`src/rtl/unidade_de_controle_mc_if.sv`:
```
`default_nettype none
// ============================================================================
// Module   : unidade_de_controle_mc_if
// Brief    : Instruction-field inputs and control outputs of the multicycle
//            control unit, with master (datapath/bench) and slave (FSM) views.
// Revision : 1.0 - initial release
// ============================================================================
interface unidade_de_controle_mc_if #(
   parameter int ALUOP_W = 4
) ();
   logic [6:0]         opcode;
   logic [2:0]         f3;
   logic [6:0]         f7;
   logic               in_valid;
   logic               alu_done;

   logic               pc_write;
   logic               ir_write;
   logic               regWrite;
   logic               ALUSrc;
   logic               SeltipoSouB;
   logic               MemToReg;
   logic               MemWrite;
   logic               MemRead;
   logic               PCSrc;
   logic               SwToReg;
   logic               RegToDisp;
   logic               HALT;
   logic [ALUOP_W-1:0] ALUOp;
   logic [2:0]         Tipo_Branch;
   logic [1:0]         selSLT_JAL;
   logic               alu_start;
   logic [2:0]         estado;

   modport slave (
      input  opcode, f3, f7, in_valid, alu_done,
      output pc_write, ir_write, regWrite, ALUSrc, SeltipoSouB, MemToReg,
             MemWrite, MemRead, PCSrc, SwToReg, RegToDisp, HALT, ALUOp,
             Tipo_Branch, selSLT_JAL, alu_start, estado
   );

   modport master (
      output opcode, f3, f7, in_valid, alu_done,
      input  pc_write, ir_write, regWrite, ALUSrc, SeltipoSouB, MemToReg,
             MemWrite, MemRead, PCSrc, SwToReg, RegToDisp, HALT, ALUOp,
             Tipo_Branch, selSLT_JAL, alu_start, estado
   );
endinterface
`default_nettype wire

```
`src/rtl/unidade_de_controle_mc.sv`:
```
`default_nettype none
// ============================================================================
// Module   : unidade_de_controle_mc
// Brief    : Moore multicycle control FSM (FETCH/DECODE/EXEC/MEM/WB/WAIT_IN/
//            HALTED). Optional multi-cycle mul/div: macro UNIDADE_MULDIV_EN.
// Revision : 1.0 - initial release
// ============================================================================
module unidade_de_controle_mc #(
   parameter int ALUOP_W = 4,
   parameter int MEM_LAT = 2
) (
   input  wire                        clk,
   input  wire                        rst,
   unidade_de_controle_mc_if.slave    bus
);
   localparam int CNT_W = (MEM_LAT < 2) ? 1 : $clog2(MEM_LAT + 1);

   localparam logic [6:0] c_OP_R    = 7'd51;
   localparam logic [6:0] c_OP_LW   = 7'd3;
   localparam logic [6:0] c_OP_SW   = 7'd35;
   localparam logic [6:0] c_OP_ADDI = 7'd19;
   localparam logic [6:0] c_OP_BR   = 7'd99;
   localparam logic [6:0] c_OP_JAL  = 7'd111;
   localparam logic [6:0] c_OP_IN   = 7'd55;
   localparam logic [6:0] c_OP_OUT  = 7'd23;
   localparam logic [6:0] c_OP_HALT = 7'd63;

   localparam logic [3:0] c_ALU_ADD  = 4'b0000;
   localparam logic [3:0] c_ALU_SUB  = 4'b0001;
   localparam logic [3:0] c_ALU_AND  = 4'b0010;
   localparam logic [3:0] c_ALU_OR   = 4'b0011;
   localparam logic [3:0] c_ALU_SLL  = 4'b0100;
   localparam logic [3:0] c_ALU_SRL  = 4'b0101;
   localparam logic [3:0] c_ALU_XOR  = 4'b0110;
   localparam logic [3:0] c_ALU_XNOR = 4'b1000;
   localparam logic [3:0] c_ALU_MUL  = 4'b1001;
   localparam logic [3:0] c_ALU_DIV  = 4'b1010;

   typedef enum logic [2:0] {
      S_FETCH   = 3'd0,
      S_DECODE  = 3'd1,
      S_EXEC    = 3'd2,
      S_MEM     = 3'd3,
      S_WB      = 3'd4,
      S_WAIT_IN = 3'd5,
      S_HALTED  = 3'd6
   } state_t;

   state_t           state_q, state_d;
   logic [CNT_W-1:0] cnt_q, cnt_d;
   logic [6:0]       opcode_q;
   logic [2:0]       f3_q;
   logic [6:0]       f7_q;

   logic             w_pc_write, w_ir_write, w_regWrite, w_ALUSrc;
   logic             w_SeltipoSouB, w_MemToReg, w_MemWrite, w_MemRead;
   logic             w_PCSrc, w_SwToReg, w_RegToDisp, w_HALT;
   logic [3:0]       w_aluop;
   logic [3:0]       w_r_aluop;
   logic [2:0]       w_tipo_branch;
   logic [2:0]       w_br_tipo;
   logic [1:0]       w_selSLT_JAL;
   logic [1:0]       w_slt_sel;
   logic             w_is_muldiv;
   logic             w_muldiv_wait;
   logic             w_alu_start;

   // Branch kind from f3; 0 means an unsupported branch, executed as a NOP.
   function automatic logic [2:0] br_tipo(input logic [2:0] f3);
      case (f3)
         3'd0:    br_tipo = 3'd1;
         3'd1:    br_tipo = 3'd2;
         3'd4:    br_tipo = 3'd3;
         3'd5:    br_tipo = 3'd4;
         3'd6:    br_tipo = 3'd5;
         default: br_tipo = 3'd0;
      endcase
   endfunction

   assign w_br_tipo = br_tipo(f3_q);
   assign w_slt_sel = (opcode_q == c_OP_R && f3_q == 3'd2)
                      ? ((f7_q == 7'd32) ? 2'd3 : 2'd1) : 2'd0;

`ifdef UNIDADE_MULDIV_EN
   logic busy_q;

   assign w_is_muldiv   = (opcode_q == c_OP_R) && (f3_q == 3'd3) &&
                          ((f7_q == 7'd0) || (f7_q == 7'd32));
   assign w_muldiv_wait = w_is_muldiv && !bus.alu_done;
   assign w_alu_start   = (state_q == S_EXEC) && w_is_muldiv && !busy_q;

   // busy_q marks EXEC cycles after the first, so alu_start is a single pulse.
   always_ff @(posedge clk) begin
      if (rst) begin
         busy_q <= 1'b0;
      end else begin
         busy_q <= (state_q == S_EXEC) && w_muldiv_wait;
      end
   end
`else
   logic w_unused_alu_done;

   assign w_is_muldiv       = 1'b0;
   assign w_muldiv_wait     = 1'b0;
   assign w_alu_start       = 1'b0;
   assign w_unused_alu_done = bus.alu_done;
`endif

   always_comb begin
      w_r_aluop = c_ALU_ADD;
      case (f3_q)
         3'd0: w_r_aluop = (f7_q == 7'd32) ? c_ALU_SUB : c_ALU_ADD;
         3'd1: w_r_aluop = c_ALU_SLL;
         3'd2: w_r_aluop = c_ALU_SUB;
         3'd3: w_r_aluop = w_is_muldiv ? ((f7_q == 7'd32) ? c_ALU_DIV : c_ALU_MUL)
                                       : c_ALU_ADD;
         3'd4: w_r_aluop = (f7_q == 7'd32) ? c_ALU_XNOR : c_ALU_XOR;
         3'd5: w_r_aluop = c_ALU_SRL;
         3'd6: w_r_aluop = c_ALU_OR;
         3'd7: w_r_aluop = c_ALU_AND;
         default: w_r_aluop = c_ALU_ADD;
      endcase
   end

   always_ff @(posedge clk) begin
      if (rst) begin
         state_q  <= S_FETCH;
         cnt_q    <= '0;
         opcode_q <= '0;
         f3_q     <= '0;
         f7_q     <= '0;
      end else begin
         state_q <= state_d;
         cnt_q   <= cnt_d;
         if (state_q == S_DECODE) begin
            opcode_q <= bus.opcode;
            f3_q     <= bus.f3;
            f7_q     <= bus.f7;
         end
      end
   end

   always_comb begin
      state_d       = state_q;
      cnt_d         = cnt_q;
      w_pc_write    = 1'b0;
      w_ir_write    = 1'b0;
      w_regWrite    = 1'b0;
      w_ALUSrc      = 1'b0;
      w_SeltipoSouB = 1'b0;
      w_MemToReg    = 1'b0;
      w_MemWrite    = 1'b0;
      w_MemRead     = 1'b0;
      w_PCSrc       = 1'b0;
      w_SwToReg     = 1'b0;
      w_RegToDisp   = 1'b0;
      w_HALT        = 1'b0;
      w_aluop       = c_ALU_ADD;
      w_tipo_branch = 3'd0;
      w_selSLT_JAL  = 2'd0;
      case (state_q)
         S_FETCH: begin
            w_ir_write = 1'b1;
            w_pc_write = 1'b1;
            state_d    = S_DECODE;
         end
         // Fields are still on the bus here; they are captured at this edge.
         S_DECODE: begin
            state_d = S_FETCH;
            case (bus.opcode)
               c_OP_R, c_OP_SW, c_OP_ADDI, c_OP_JAL, c_OP_OUT: state_d = S_EXEC;
               c_OP_LW:   if (bus.f3 == 3'd2) state_d = S_EXEC;
               c_OP_BR:   if (br_tipo(bus.f3) != 3'd0) state_d = S_EXEC;
               c_OP_IN:   state_d = S_WAIT_IN;
               c_OP_HALT: state_d = S_HALTED;
               default:   state_d = S_FETCH;
            endcase
         end
         S_EXEC: begin
            state_d = S_FETCH;
            case (opcode_q)
               c_OP_R: begin
                  w_aluop      = w_r_aluop;
                  w_selSLT_JAL = w_slt_sel;
                  state_d      = w_muldiv_wait ? S_EXEC : S_WB;
               end
               c_OP_LW: begin
                  w_ALUSrc = 1'b1;
                  state_d  = S_MEM;
                  cnt_d    = CNT_W'(MEM_LAT - 1);
               end
               c_OP_SW: begin
                  w_ALUSrc      = 1'b1;
                  w_SeltipoSouB = 1'b1;
                  state_d       = S_MEM;
                  cnt_d         = CNT_W'(MEM_LAT - 1);
               end
               c_OP_ADDI: begin
                  w_ALUSrc = 1'b1;
                  state_d  = S_WB;
               end
               c_OP_BR: begin
                  w_aluop       = c_ALU_SUB;
                  w_PCSrc       = 1'b1;
                  w_pc_write    = 1'b1;
                  w_tipo_branch = w_br_tipo;
               end
               c_OP_JAL: begin
                  w_PCSrc       = 1'b1;
                  w_pc_write    = 1'b1;
                  w_tipo_branch = 3'd6;
                  state_d       = S_WB;
               end
               c_OP_OUT: w_RegToDisp = 1'b1;
               default:  state_d = S_FETCH;
            endcase
         end
         S_MEM: begin
            w_MemRead  = (opcode_q == c_OP_LW);
            w_MemWrite = (opcode_q == c_OP_SW);
            if (cnt_q == '0) begin
               state_d = (opcode_q == c_OP_LW) ? S_WB : S_FETCH;
            end else begin
               cnt_d = cnt_q - 1'b1;
            end
         end
         S_WB: begin
            state_d = S_FETCH;
            case (opcode_q)
               c_OP_R: begin
                  w_regWrite   = 1'b1;
                  w_selSLT_JAL = w_slt_sel;
               end
               c_OP_LW: begin
                  w_regWrite = 1'b1;
                  w_MemToReg = 1'b1;
               end
               c_OP_ADDI: w_regWrite = 1'b1;
               c_OP_JAL: begin
                  w_regWrite   = 1'b1;
                  w_selSLT_JAL = 2'd2;
               end
               c_OP_IN: begin
                  w_regWrite = 1'b1;
                  w_SwToReg  = 1'b1;
               end
               default: w_regWrite = 1'b0;
            endcase
         end
         S_WAIT_IN: if (bus.in_valid) state_d = S_WB;
         S_HALTED: begin
            w_HALT  = 1'b1;
            state_d = S_HALTED;
         end
         default: state_d = S_FETCH;
      endcase
   end

   assign bus.pc_write    = w_pc_write;
   assign bus.ir_write    = w_ir_write;
   assign bus.regWrite    = w_regWrite;
   assign bus.ALUSrc      = w_ALUSrc;
   assign bus.SeltipoSouB = w_SeltipoSouB;
   assign bus.MemToReg    = w_MemToReg;
   assign bus.MemWrite    = w_MemWrite;
   assign bus.MemRead     = w_MemRead;
   assign bus.PCSrc       = w_PCSrc;
   assign bus.SwToReg     = w_SwToReg;
   assign bus.RegToDisp   = w_RegToDisp;
   assign bus.HALT        = w_HALT;
   assign bus.ALUOp       = ALUOP_W'(w_aluop);
   assign bus.Tipo_Branch = w_tipo_branch;
   assign bus.selSLT_JAL  = w_selSLT_JAL;
   assign bus.alu_start   = w_alu_start;
   assign bus.estado      = state_q;
endmodule
`default_nettype wire

```
`src/flat_wrapper.sv`:
```
// flat-port wrapper written by rule: the top's interface ports become plain ports
module unidade_de_controle_mc_flat 
#(
   parameter int ALUOP_W = 4,
   parameter int MEM_LAT = 2
)
  (clk, rst, bus_opcode, bus_f3, bus_f7, bus_in_valid, bus_alu_done, bus_pc_write, bus_ir_write, bus_regWrite, bus_ALUSrc, bus_SeltipoSouB, bus_MemToReg, bus_MemWrite, bus_MemRead, bus_PCSrc, bus_SwToReg, bus_RegToDisp, bus_HALT, bus_ALUOp, bus_Tipo_Branch, bus_selSLT_JAL, bus_alu_start, bus_estado);
  unidade_de_controle_mc_if #(.ALUOP_W(ALUOP_W)) bus_i ();
  input  wire clk;
  input  wire rst;
  input wire logic [$bits(bus_i.opcode)-1:0] bus_opcode;
  input wire logic [$bits(bus_i.f3)-1:0] bus_f3;
  input wire logic [$bits(bus_i.f7)-1:0] bus_f7;
  input wire logic [$bits(bus_i.in_valid)-1:0] bus_in_valid;
  input wire logic [$bits(bus_i.alu_done)-1:0] bus_alu_done;
  output wire logic [$bits(bus_i.pc_write)-1:0] bus_pc_write;
  output wire logic [$bits(bus_i.ir_write)-1:0] bus_ir_write;
  output wire logic [$bits(bus_i.regWrite)-1:0] bus_regWrite;
  output wire logic [$bits(bus_i.ALUSrc)-1:0] bus_ALUSrc;
  output wire logic [$bits(bus_i.SeltipoSouB)-1:0] bus_SeltipoSouB;
  output wire logic [$bits(bus_i.MemToReg)-1:0] bus_MemToReg;
  output wire logic [$bits(bus_i.MemWrite)-1:0] bus_MemWrite;
  output wire logic [$bits(bus_i.MemRead)-1:0] bus_MemRead;
  output wire logic [$bits(bus_i.PCSrc)-1:0] bus_PCSrc;
  output wire logic [$bits(bus_i.SwToReg)-1:0] bus_SwToReg;
  output wire logic [$bits(bus_i.RegToDisp)-1:0] bus_RegToDisp;
  output wire logic [$bits(bus_i.HALT)-1:0] bus_HALT;
  output wire logic [$bits(bus_i.ALUOp)-1:0] bus_ALUOp;
  output wire logic [$bits(bus_i.Tipo_Branch)-1:0] bus_Tipo_Branch;
  output wire logic [$bits(bus_i.selSLT_JAL)-1:0] bus_selSLT_JAL;
  output wire logic [$bits(bus_i.alu_start)-1:0] bus_alu_start;
  output wire logic [$bits(bus_i.estado)-1:0] bus_estado;
  assign bus_i.opcode = bus_opcode;
  assign bus_i.f3 = bus_f3;
  assign bus_i.f7 = bus_f7;
  assign bus_i.in_valid = bus_in_valid;
  assign bus_i.alu_done = bus_alu_done;
  assign bus_pc_write = bus_i.pc_write;
  assign bus_ir_write = bus_i.ir_write;
  assign bus_regWrite = bus_i.regWrite;
  assign bus_ALUSrc = bus_i.ALUSrc;
  assign bus_SeltipoSouB = bus_i.SeltipoSouB;
  assign bus_MemToReg = bus_i.MemToReg;
  assign bus_MemWrite = bus_i.MemWrite;
  assign bus_MemRead = bus_i.MemRead;
  assign bus_PCSrc = bus_i.PCSrc;
  assign bus_SwToReg = bus_i.SwToReg;
  assign bus_RegToDisp = bus_i.RegToDisp;
  assign bus_HALT = bus_i.HALT;
  assign bus_ALUOp = bus_i.ALUOp;
  assign bus_Tipo_Branch = bus_i.Tipo_Branch;
  assign bus_selSLT_JAL = bus_i.selSLT_JAL;
  assign bus_alu_start = bus_i.alu_start;
  assign bus_estado = bus_i.estado;
  unidade_de_controle_mc #(.ALUOP_W(ALUOP_W), .MEM_LAT(MEM_LAT)) u_core (.clk(clk), .rst(rst), .bus(bus_i));
endmodule
```
`config.mk`:
```
export PLATFORM = sky130hd
export DESIGN_NAME = unidade_de_controle_mc_flat
export DESIGN_NICKNAME = d
export VERILOG_FILES = /design/src/rtl/unidade_de_controle_mc_if.sv /design/src/rtl/unidade_de_controle_mc.sv /design/src/flat_wrapper.sv
export SDC_FILE = /design/constraint.sdc
export NUM_CORES = 1
export LEC_CHECK = 0
export ABC_AREA = 1
export CAP_MARGIN = 0
export CELL_PAD_IN_SITES_DETAIL_PLACEMENT = 1
export CELL_PAD_IN_SITES_GLOBAL_PLACEMENT = 2
export CORE_UTILIZATION = 34
export CTS_CLUSTER_DIAMETER = 100
export DETAILED_ROUTE_END_ITERATION = 8
export DONT_BUFFER_PORTS = 1
export GPL_TIMING_DRIVEN = 0
export HOLD_SLACK_MARGIN = 0.08
export PLACE_DENSITY = 0.89
export SYNTH_ARGS = -nofsm -noshare
export SYNTH_HDL_FRONTEND = slang
export SYNTH_SLANG_ARGS = --single-unit
```
`constraint.sdc`:
```
create_clock -name clk -period 2.1 [get_ports clk]
set_input_delay 0.105 -clock clk [delete_from_list [all_inputs] [get_ports clk]]
set_output_delay 0.105 -clock clk [all_outputs]
set_load 0.01 [all_outputs]
```
==> results.cfg, run 1 <==
[pwr]
seqPwrFrac_pct = 49.6
p_sw_share_pct = 28.2
worst_ir_drop_vdd_v = 0.000376
p_per_area_nw_per_um2 = 558
leakage_nw = 0.750
combPwrFrac_pct = 18.0
power_mw = 0.953
netSwitchingPower_mw = 0.268
pwr-share-clk_pct = 32.4
internal_power_mw = 0.684

[cts]
cts_tree = done
htreeDepth = 1
root_buffer = clkbuf_8
cts_resized = 0
path_clk_slew_ns = 0.08
clk_path_buf_depth = 2
clk_latency_ns = 0.27
clock-sinks = 22
numCtsBuffers = 3

[layout]
nNetsFinal = 267
area_growth_pct = 21.8
n_antenna_cell = 0
drive_above_1_share_pct = 11.9
n_fill_cell = 517

[routing]
postRouteAntennaNets = 0
wirelength_um = 3960
wl_per_cell_um = 13.6
vias = 1482
dr.pass1.iters = 4
vias_per_cell = 5.08
drc = 0
dr.first_iter.drc_count = 38

[logic_synthesis]
synth.avg_cell_area_um2 = 6.34
netlist_instances = 221
syn_area_um2 = 1400
synth_nets = 243
ys_types = 29
synth-seq-cells = 22
yosysWarningCount = 0
ys_seq_area_share_pct = 31.4

[critical_path]
cp_max_fo = 7
path_buf_inv = 3
cp_top_family = buffers and inverters
required_ns = 2.31
max_stage_delay_ns = 0.57
end_kind = flip-flop
critical-path-slowest-cell = dfxtp_1
arrival_ns = 2.11
worstSetupStartpointType = flip-flop
worstPathCellList = nand3_1, nand2_1, inv_1, nand2_1, inv_1, nand3_1, nand2_1, a21oi_2, dlygate4sd3_1
cp_common_cell = nand2_1
crit_type = reg -> reg

[global_routing]
grt_max_degree = 13
grt_pass1_wl_um = 6550
grt.total_usage_pct = 19.6
antenna_found_initial = 0
grt_pass1_vias = 1498
grt_overflow = 0

[floorplan]
die_y_um = 66.2
rows = 22
core-area_um2 = 3800
ios = 46
die_w_um = 66.2
start_util_pct = 36.9
dieArea_um2 = 4380

[sta]
setup-violations-final = 0
rsz0062_at_grt = no
period_needed_ns = 1.90
fin_setup_tns_ns = 0
slew_violations = 0
hold_violations = 0
fin_crit_sh_pct = 90.6
fmax_ghz = 0.526
fin_ws_ns = 0.198
finClkSkew_ns = 0.00350

[status]
status = finished clean

[place]
pre_cts_slack_ns = 0.594
io_buffers = 0
hpwlAfterDp_um = 2960
gp_congestion = 0.744

[flow_run]
cap_violations = 0

[worst_hold_path]
hold_class = in -> reg
[stage by stage]
step,utilization (%),hold slack [ns],area [µm²],cells
4_1_cts,44.9,0.0910,1710,292
2_1_floorplan,-,0.167,1400,221
3_3_place_gp,38.5,0.169,1460,269
5_1_grt,44.9,0.0995,1710,292
3_5_place_dp,38.5,0.169,1460,269
6_report,44.9,0.0967,1710,292
[worst register-to-register path: stages (launching register included)]
cell and delay, ns:
dfxtp_1 0.57, nand3_1 0.24, nand2_1 0.11, inv_1 0.04, nand2_1 0.06, inv_1 0.04
nand3_1 0.05, nand2_1 0.07, a21oi_2 0.13, dlygate4sd3_1 0.55
[worst paths after layout]
| check | from | end | slack (ns) | cells past startpoint |
|---|---|---|---|---|
| max | u_core.bus.estado[2] | u_core.bus.estado[2] | 0.20 | 9 |
| min | bus_opcode[3] | u_core.bus.estado[0] | 0.1 | 3 |
| max reg2reg | u_core.bus.estado[2] | u_core.bus.estado[2] | 0.20 | 9 |
| min reg2reg | u_core.f7_q[5] | u_core.f7_q[5] | 0.46 | 2 |
[area by class of cell]
class,instances,area (µm²),area share (%)
tap,48,60.1,3.52
buffer,6,41.3,2.42
clock buffer,4,55.1,3.23
inverter,39,146,8.58
timing repair buffer,19,190,11.1
sequential,22,440,25.8
multi-input combinational,154,773,45.3
[cell usage in the layout (no fill, tap or decap)]
master / instances
nor2_1: 38
nand2_1: 35
inv_1: 32
dfxtp_1: 22
o21ai_0: 19
dlygate4sd3_1: 19
a21oi_1: 17
nand3_1: 12
nor3_1: 8
inv_2: 7
clkbuf_8: 4
nor2_2: 3
buf_4: 3
nand2_2: 2
nand4_1: 2
o21bai_1: 2
nor2_4: 2
o211ai_1: 2
nor4_2: 2
clkbuf_1: 2
nand3_2: 1
nand3_4: 1
and2_4: 1
a211oi_2: 1
buf_6: 1
nand3b_1: 1
a41oi_1: 1
o21a_1: 1
a21oi_2: 1
ha_1: 1
conb_1: 1
[timing repair]
action / in CTS / in global routing
endpoints found under the hold margin: 19 / 0
hold buffers: 19 / 0
setup buffers: 0 / 0
[cells by family after synthesis]
kind of cell,Yosys count,share of synthesized area [%]
AO/OA/AOI/OAI,44,17.7
buffers and inverters,45,13.4
flip-flops,22,31.4
AND/OR/NAND/NOR,108,36.3
adder cells (fa/ha/maj),1,0.893
other,1,0.268
[state kept, by name, summed over array words and instances (netlist names)]
name / count
u_core.opcode_q: 7
u_core.f3_q: 3
u_core.bus.estado: 3
u_core.f7_q: 7
u_core.cnt_q: 2
[Yosys cell counts]
cell type	n	area, µm²
nor2_2	3	18.8
and2_4	1	8.76
nand3b_1	1	7.51
nor4_2	2	25.0
clkbuf_1	2	7.51
inv_1	32	120
buf_6	1	11.3
o211ai_1	2	15.0
o21a_1	1	7.51
nand2_1	35	131
o21ai_0	19	95.1
nand3_4	1	17.5
nand3_2	1	10.0
nand2_2	2	12.5
nand4_1	2	12.5
a21oi_1	17	85.1
conb_1	1	3.75
nor2_4	2	22.5
a41oi_1	1	8.76
a211oi_2	1	12.5
a21oi_2	1	8.76
buf_4	3	22.5
o21bai_1	2	15.0
nor2_1	38	143
nand3_1	12	60.1
ha_1	1	12.5
nor3_1	8	40.0
inv_2	7	26.3
dfxtp_1	22	440
[metal layers]
layer  part of all wire, %  GRT usage [%]  routed length [µm]  up-vias
met2                    46           33.9                1840       41
met1                    47           24.0                1860      682
met4                   1.5           7.98                  61        0
met3                   5.1           2.93                 200        5
met5                     0              0                   0        -
li1                      -              -                   -      754
[power by group through the flow]
stage	registers [mW]	logic, mW	clock network (mW)
after global placement	0.481	0.142	0
after global routing	0.476	0.195	0.337
after floorplan	0.476	0.115	0
after CTS	0.472	0.173	0.319
after detailed placement	0.482	0.145	0
final	0.472	0.172	0.308
Power figures use the tool's default switching activity.
==> inputs of run 2 (changes only) <==
--- a/config.mk
+++ b/config.mk
@@ -5,17 +5,18 @@
 export SDC_FILE = /design/constraint.sdc
 export NUM_CORES = 1
 export LEC_CHECK = 0
-export ABC_AREA = 1
 export CAP_MARGIN = 0
 export CELL_PAD_IN_SITES_DETAIL_PLACEMENT = 1
 export CELL_PAD_IN_SITES_GLOBAL_PLACEMENT = 2
-export CORE_UTILIZATION = 34
+export CORE_ASPECT_RATIO = 1.5
+export CORE_UTILIZATION = 37
 export CTS_CLUSTER_DIAMETER = 100
 export DETAILED_ROUTE_END_ITERATION = 8
 export DONT_BUFFER_PORTS = 1
 export GPL_TIMING_DRIVEN = 0
 export HOLD_SLACK_MARGIN = 0.08
 export PLACE_DENSITY = 0.89
+export SKIP_CTS_REPAIR_TIMING = 1
 export SYNTH_ARGS = -nofsm -noshare
 export SYNTH_HDL_FRONTEND = slang
 export SYNTH_SLANG_ARGS = --single-unit
==> run 2 against run 1 <==
Sequential share of layout area is 1.5 points lower. Cell count is 9.2% lower. Combinational power is 22% higher. Sequential cell count stayed put. Synthesized cell count is 10% lower. Highest routed layer unchanged. First-iteration DRC count is 21% lower. Critical endpoint is now bus_ALUOp[3]. Largest power group unchanged.
==> results.cfg, run 2 <==
[worst_hold_path]
hold_class = in -> reg
whs_path_depth = 2
min_to = u_core.bus.estado[0]
worstHoldStart = bus_opcode[0]

[floorplan]
dieArea_um2 = 4350
die_w_um = 54.2
core-area_um2 = 3920
start_util_pct = 38.5
rows = 28
ios = 46
die_y_um = 80.2

[global_routing]
antenna_found_initial = 0
grt_pass1_wl_um = 6440
grt.total_usage_pct = 20.3
grt_max_degree = 13
grt_pass1_vias = 1361
grt_overflow = 0

[logic_synthesis]
yosysTopAreaCell = dfxtp_1
synth_top_family_by_area = simple AND/OR/NAND/NOR gates
netlist_instances = 198
synth.avg_cell_area_um2 = 7.63
ys_seq_area_share_pct = 29.2
synth_edf_count = 0
ys_types = 47
yosysTopAreaCellShare_pct = 29.2
synth-main-ff-cell = dfxtp_1
async_reset_ff_share_pct = 0
netlist_top_cells_count = 41 x nand2_1, 25 x a21oi_1, 22 x dfxtp_1, 11 x nor2_1
synth_compound_area_share_pct = 17.4
synth_simple_gate_area_share_pct = 37.5
muxShareOfSynthArea_pct = 0
synth-seq-cells = 22
yosys-top-cells-area = dfxtp_1 29%, nand2_1 10%, a21oi_1 8.3%
synth_nets = 220
syn_area_um2 = 1510
yosysMostFrequentCell = nand2_1
yosysWarningCount = 0
synth_fa_ha_area_share_pct = 0.829
synthXorXnorAreaFrac_pct = 3.48

[critical_path]
path_buf_inv = 0
critical-path-slowest-cell = or4_4
worstReg2RegEnd = u_core.bus.estado[1]
r2r_cells = 6
arrival_ns = 1.87
worstSetupStartpointType = flip-flop
required_ns = 2.00
regToRegStartpoint = u_core.cnt_q[0]
cp_top_family = simple AND/OR/NAND/NOR gates
worstPathCellList = and3_4, nand2_4, or4_4, nor4_2
ff2ff_setup_slack_ns = 0.31
end_kind = primary output
cp_max_fo = 8
crit_type = reg -> out
max_stage_delay_ns = 0.53

[routing]
dr.pass1.iters = 6
wirelength_um = 4470
postRouteAntennaNets = 0
vias_per_cell = 5.62
wl_per_cell_um = 16.9
dr.first_iter.drc_count = 30
vias = 1490
drc = 0

[pwr]
p_per_area_nw_per_um2 = 539
combPwrFrac_pct = 21.4
p_sw_share_pct = 28.2
pwr-share-clk_pct = 32.2
leakage_nw = 0.667
internal_power_mw = 0.702
netSwitchingPower_mw = 0.276
seqPwrFrac_pct = 46.4
worst_ir_drop_vdd_v = 0.000497

[cts]
clock-sinks = 22
path_clk_slew_ns = 0.08
htreeDepth = 1
clk_path_buf_depth = 2
cts_tree = done
clk_latency_ns = 0.27
root_buffer = clkbuf_8
numCtsBuffers = 3

[sta]
finClkSkew_ns = 0.00236
slew_violations = 0
period_needed_ns = 1.97
setup-violations-final = 0
worst_pin_slew_ns = 0.636
fin_setup_tns_ns = 0
slew_headroom_pct = 57.0
fmax_ghz = 0.506
fin_crit_sh_pct = 94.0
rsz0062_at_grt = no
hold_violations = 0

[layout]
drive_above_1_share_pct = 15.0
multiInputGateArea_um2 = 908
seq_area_um2 = 440
finalNonFillerCells = 265
area_growth_pct = 20.0
n_antenna_cell = 0
most-common-layout-cells = 41 x nand2_1, 25 x a21oi_1, 22 x dfxtp_1
layout_commonest_cell = nand2_1
nNetsFinal = 243
n_fill_cell = 501
top_regs = u_core.f7_q: 7 flops, u_core.opcode_q: 7 flops

[flow_run]
cap_violations = 0

[place]
gp_congestion = 0.832
hpwlAfterDp_um = 3240
placed_cells = 243
io_buffers = 0

[status]
status = finished clean
-- run 2: changes by cell type after synthesis, moves of 7 or more --
cell	change
a21oi_1	+8
nand3_1	-9
inv_2	-7
inv_1	-25
o21ai_0	-15
nor2_1	-27
clkbuf_8	+7
-- run 2: cells by family after synthesis --
group,count (synthesis)
other,1
AND/OR/NAND/NOR,101
AO/OA/AOI/OAI,44
buffers and inverters,23
flip-flops,22
XOR/XNOR,6
adder cells (fa/ha/maj),1
-- run 2: stage by stage --
step                utilization (%)  hold slack [ns]  setup slack (ns)  cell area (µm²)  power [mW]
global placement               39.9            0.212             0.374             1570       0.632
floorplan                         -            0.210             0.504             1510       0.604
CTS                            41.3          -0.0574            0.0248             1620       0.955
finish                         46.2            0.108             0.125             1810       0.977
detailed placement             39.9            0.241             0.335             1570       0.642
global route                   46.2            0.148            0.0436             1810        1.02
-- run 2: worst reg2reg max path: stages (launching register included) --
cell and delay (ns):
dfxtp_1 0.33, inv_1 0.06, ha_1 0.21, nor4bb_1 0.58
a31oi_1 0.22, a21o_1 0.23, o41ai_1 0.06
-- run 2: cell type report --
class,count,share of cell area [%]
clock buffer,4,3.04
timing repair buffer,18,9.94
multi-input combinational,153,50.1
sequential,22,24.3
tap,45,3.11
inverter,7,1.45
buffer,16,8.01
-- run 2: worst max path at each step --
| stage | startpoint | endpoint | slack, ns | depth (start not counted) |
|---|---|---|---|---|
| after global routing | u_core.bus.estado[1] | bus_ALUOp[3] | 0.04 | 4 |
| after floorplan | u_core.bus.estado[1] | bus_ALUOp[1] | 0.50 | 4 |
| after CTS | u_core.bus.estado[1] | bus_ALUOp[1] | 0.02 | 4 |
| after global placement | u_core.bus.estado[1] | bus_ALUOp[1] | 0.37 | 4 |
| final | u_core.bus.estado[1] | bus_ALUOp[3] | 0.13 | 4 |
| after detailed placement | u_core.bus.estado[1] | bus_ALUOp[1] | 0.33 | 4 |
-- run 2: per-layer routing --
layer	up-vias	routed length [µm]	part of all wire (%)	global-route usage, %
li1	728	-	-	-
met1	710	1720	38	21.4
met2	40	2420	54	35.9
met3	12	163	3.6	3.98
met4	0	165	3.7	10.8
met5	-	0	0	0
-- run 2: power by group through the flow --
stage          clock network [mW]  registers (mW)  logic, mW
2_1_floorplan                   0           0.459      0.145
3_3_place_gp                    0           0.462      0.171
3_5_place_dp                    0           0.463      0.179
4_1_cts                     0.321           0.453      0.181
5_1_grt                     0.332           0.456      0.230
6_report                    0.315           0.453      0.209
==> inputs of run 3 (changes only) <==
--- a/config.mk
+++ b/config.mk
@@ -16,6 +16,7 @@
 export GPL_TIMING_DRIVEN = 0
 export HOLD_SLACK_MARGIN = 0.08
 export PLACE_DENSITY = 0.89
+export SETUP_SLACK_MARGIN = 0.15
 export SKIP_CTS_REPAIR_TIMING = 1
 export SYNTH_ARGS = -nofsm -noshare
 export SYNTH_HDL_FRONTEND = slang
==> run 3 against run 2 <==
Combinational power is 3% higher. Sequential share of layout area is 0.53 points lower. Highest routed layer unchanged. Power up 0.56%. Critical path type unchanged.
==> results.cfg, run 3 (same netlist as run 2, synthesis figures left out) <==
[status]
status = finished clean

[global_routing]
busiest_layer = met2
grtUsageMet3_pct = 3.98
grt_overflow = 0
grt.total_usage_pct = 20.3
grt_pass1_vias = 1361
grt_pass1_wl_um = 6440
antenna_found_initial = 0
grt_max_degree = 13
grt_util_met1_pct = 21.4
use_met2_pct = 35.9

[critical_path]
critical-path-slowest-cell = or4_4
crit_path_end = bus_ALUOp[2]
regToRegStartpoint = u_core.bus.estado[2]
required_ns = 2.00
max_stage_delay_ns = 0.58
r2r_cells = 6
cp_max_fo = 6
crit_start = u_core.bus.estado[2]
ff2ff_setup_slack_ns = 0.24
crit_type = reg -> out
worstPathCellList = buf_8, nor2_8, nand2_4, or4_4, nor3_4
worstReg2RegEnd = u_core.bus.estado[1]
worstSetupStartpointType = flip-flop
end_kind = primary output
arrival_ns = 1.79

[layout]
layout_commonest_cell = nand2_1
n_fill_cell = 492
utilization_pct = 48.4
finalNonFillerCells = 272
nNetsFinal = 250
n_antenna_cell = 0
fin_area_um2 = 1900
top_regs = u_core.f7_q: 7 flops, u_core.opcode_q: 7 flops
area_growth_pct = 25.8
most-common-layout-cells = 41 x nand2_1, 25 x a21oi_1, 18 x dlygate4sd3_1
drive_above_1_share_pct = 19.8

[cts]
clock-sinks = 22
clk_path_buf_depth = 2
numCtsBuffers = 3
root_buffer = clkbuf_8
path_clk_slew_ns = 0.08
htreeDepth = 1
clk_latency_ns = 0.27
cts_tree = done

[routing]
dr.pass1.iters = 6
wirelength_um = 4590
postRouteAntennaNets = 0
drc = 0
vias = 1540
wl_per_cell_um = 16.9
dr.first_iter.drc_count = 24
vias_per_cell = 5.66

[floorplan]
die_y_um = 80.2
dieArea_um2 = 4350
start_util_pct = 38.5
die_w_um = 54.2
ios = 46
rows = 28
core-area_um2 = 3920

[pwr]
worst_ir_drop_vdd_v = 0.000499
power_mw = 0.983
leakage_nw = 0.712
p_per_area_nw_per_um2 = 517

[sta]
setup-violations-final = 0
slew_violations = 0
fin_crit_sh_pct = 90.2
slew_headroom_pct = 55.6
rsz0062_at_grt = no
finClkSkew_ns = 0.00245
fin_setup_tns_ns = 0
hold_violations = 0
period_needed_ns = 1.90
fmax_ghz = 0.528
worst_pin_slew_ns = 0.657

[place]
gp_congestion = 0.832
placed_area_um2 = 1570
placed_cells = 243
io_buffers = 0
hpwlAfterDp_um = 3240

[flow_run]
cap_violations = 0

[worst_hold_path]
hold_class = in -> reg
run 3: changes by cell type in the layout (fill, tap and decap cells not counted), sizes merged:
| cell | previous run | this run |
|---|---|---|
| clkbuf | 14 | 12 |
| buf | 6 | 15 |
run 3: worst min-delay path by stage:
stage	from	end	slack [ns]	depth (start not counted)
global route	bus_opcode[0]	u_core.bus.estado[0]	0.15	2
CTS	rst	u_core.bus.estado[1]	-0.06	1
detailed placement	rst	u_core.bus.estado[1]	0.24	1
finish	bus_opcode[0]	u_core.bus.estado[0]	0.11	2
floorplan	rst	u_core.bus.estado[1]	0.21	1
global placement	rst	u_core.bus.estado[1]	0.21	1
run 3: metrics by stage:
step	hold slack [ns]	setup WS, ns
6_report	0.108	0.205
5_1_grt	0.149	0.155
4_1_cts	-0.0574	0.0248
3_3_place_gp	0.212	0.374
2_1_floorplan	0.210	0.504
3_5_place_dp	0.241	0.335
run 3: final cells by class:
class / count / area, µm² / area share (%)
Multi-Input combinational cell: 153 / 930 / 48.9
Clock buffer: 4 / 55.1 / 2.90
Inverter: 7 / 26.3 / 1.38
Buffer: 16 / 148 / 7.77
Sequential cell: 22 / 452 / 23.8
Tap cell: 45 / 56.3 / 2.96
Timing Repair Buffer: 25 / 233 / 12.3
run 3: power breakdown:
group          internal [mW]  leakage (nW)  switching (mW)
combinational         0.0965         0.500           0.119
clock                  0.168        0.0288           0.148
sequential             0.437         0.183          0.0148
total                  0.701         0.712           0.281
run 3: metal layers:
metal  vias up  routed length, µm
met5         -                  0
met4         0                163
met3        12                179
met2        43               2510
met1       745               1740
li1        740                  -
run 3: critical path: cells and delay by family (launching register included):
kind / cells / cell delay (ns)
simple gates: 4 / 1.01
flops: 1 / 0.37
buf+inv: 1 / 0.13
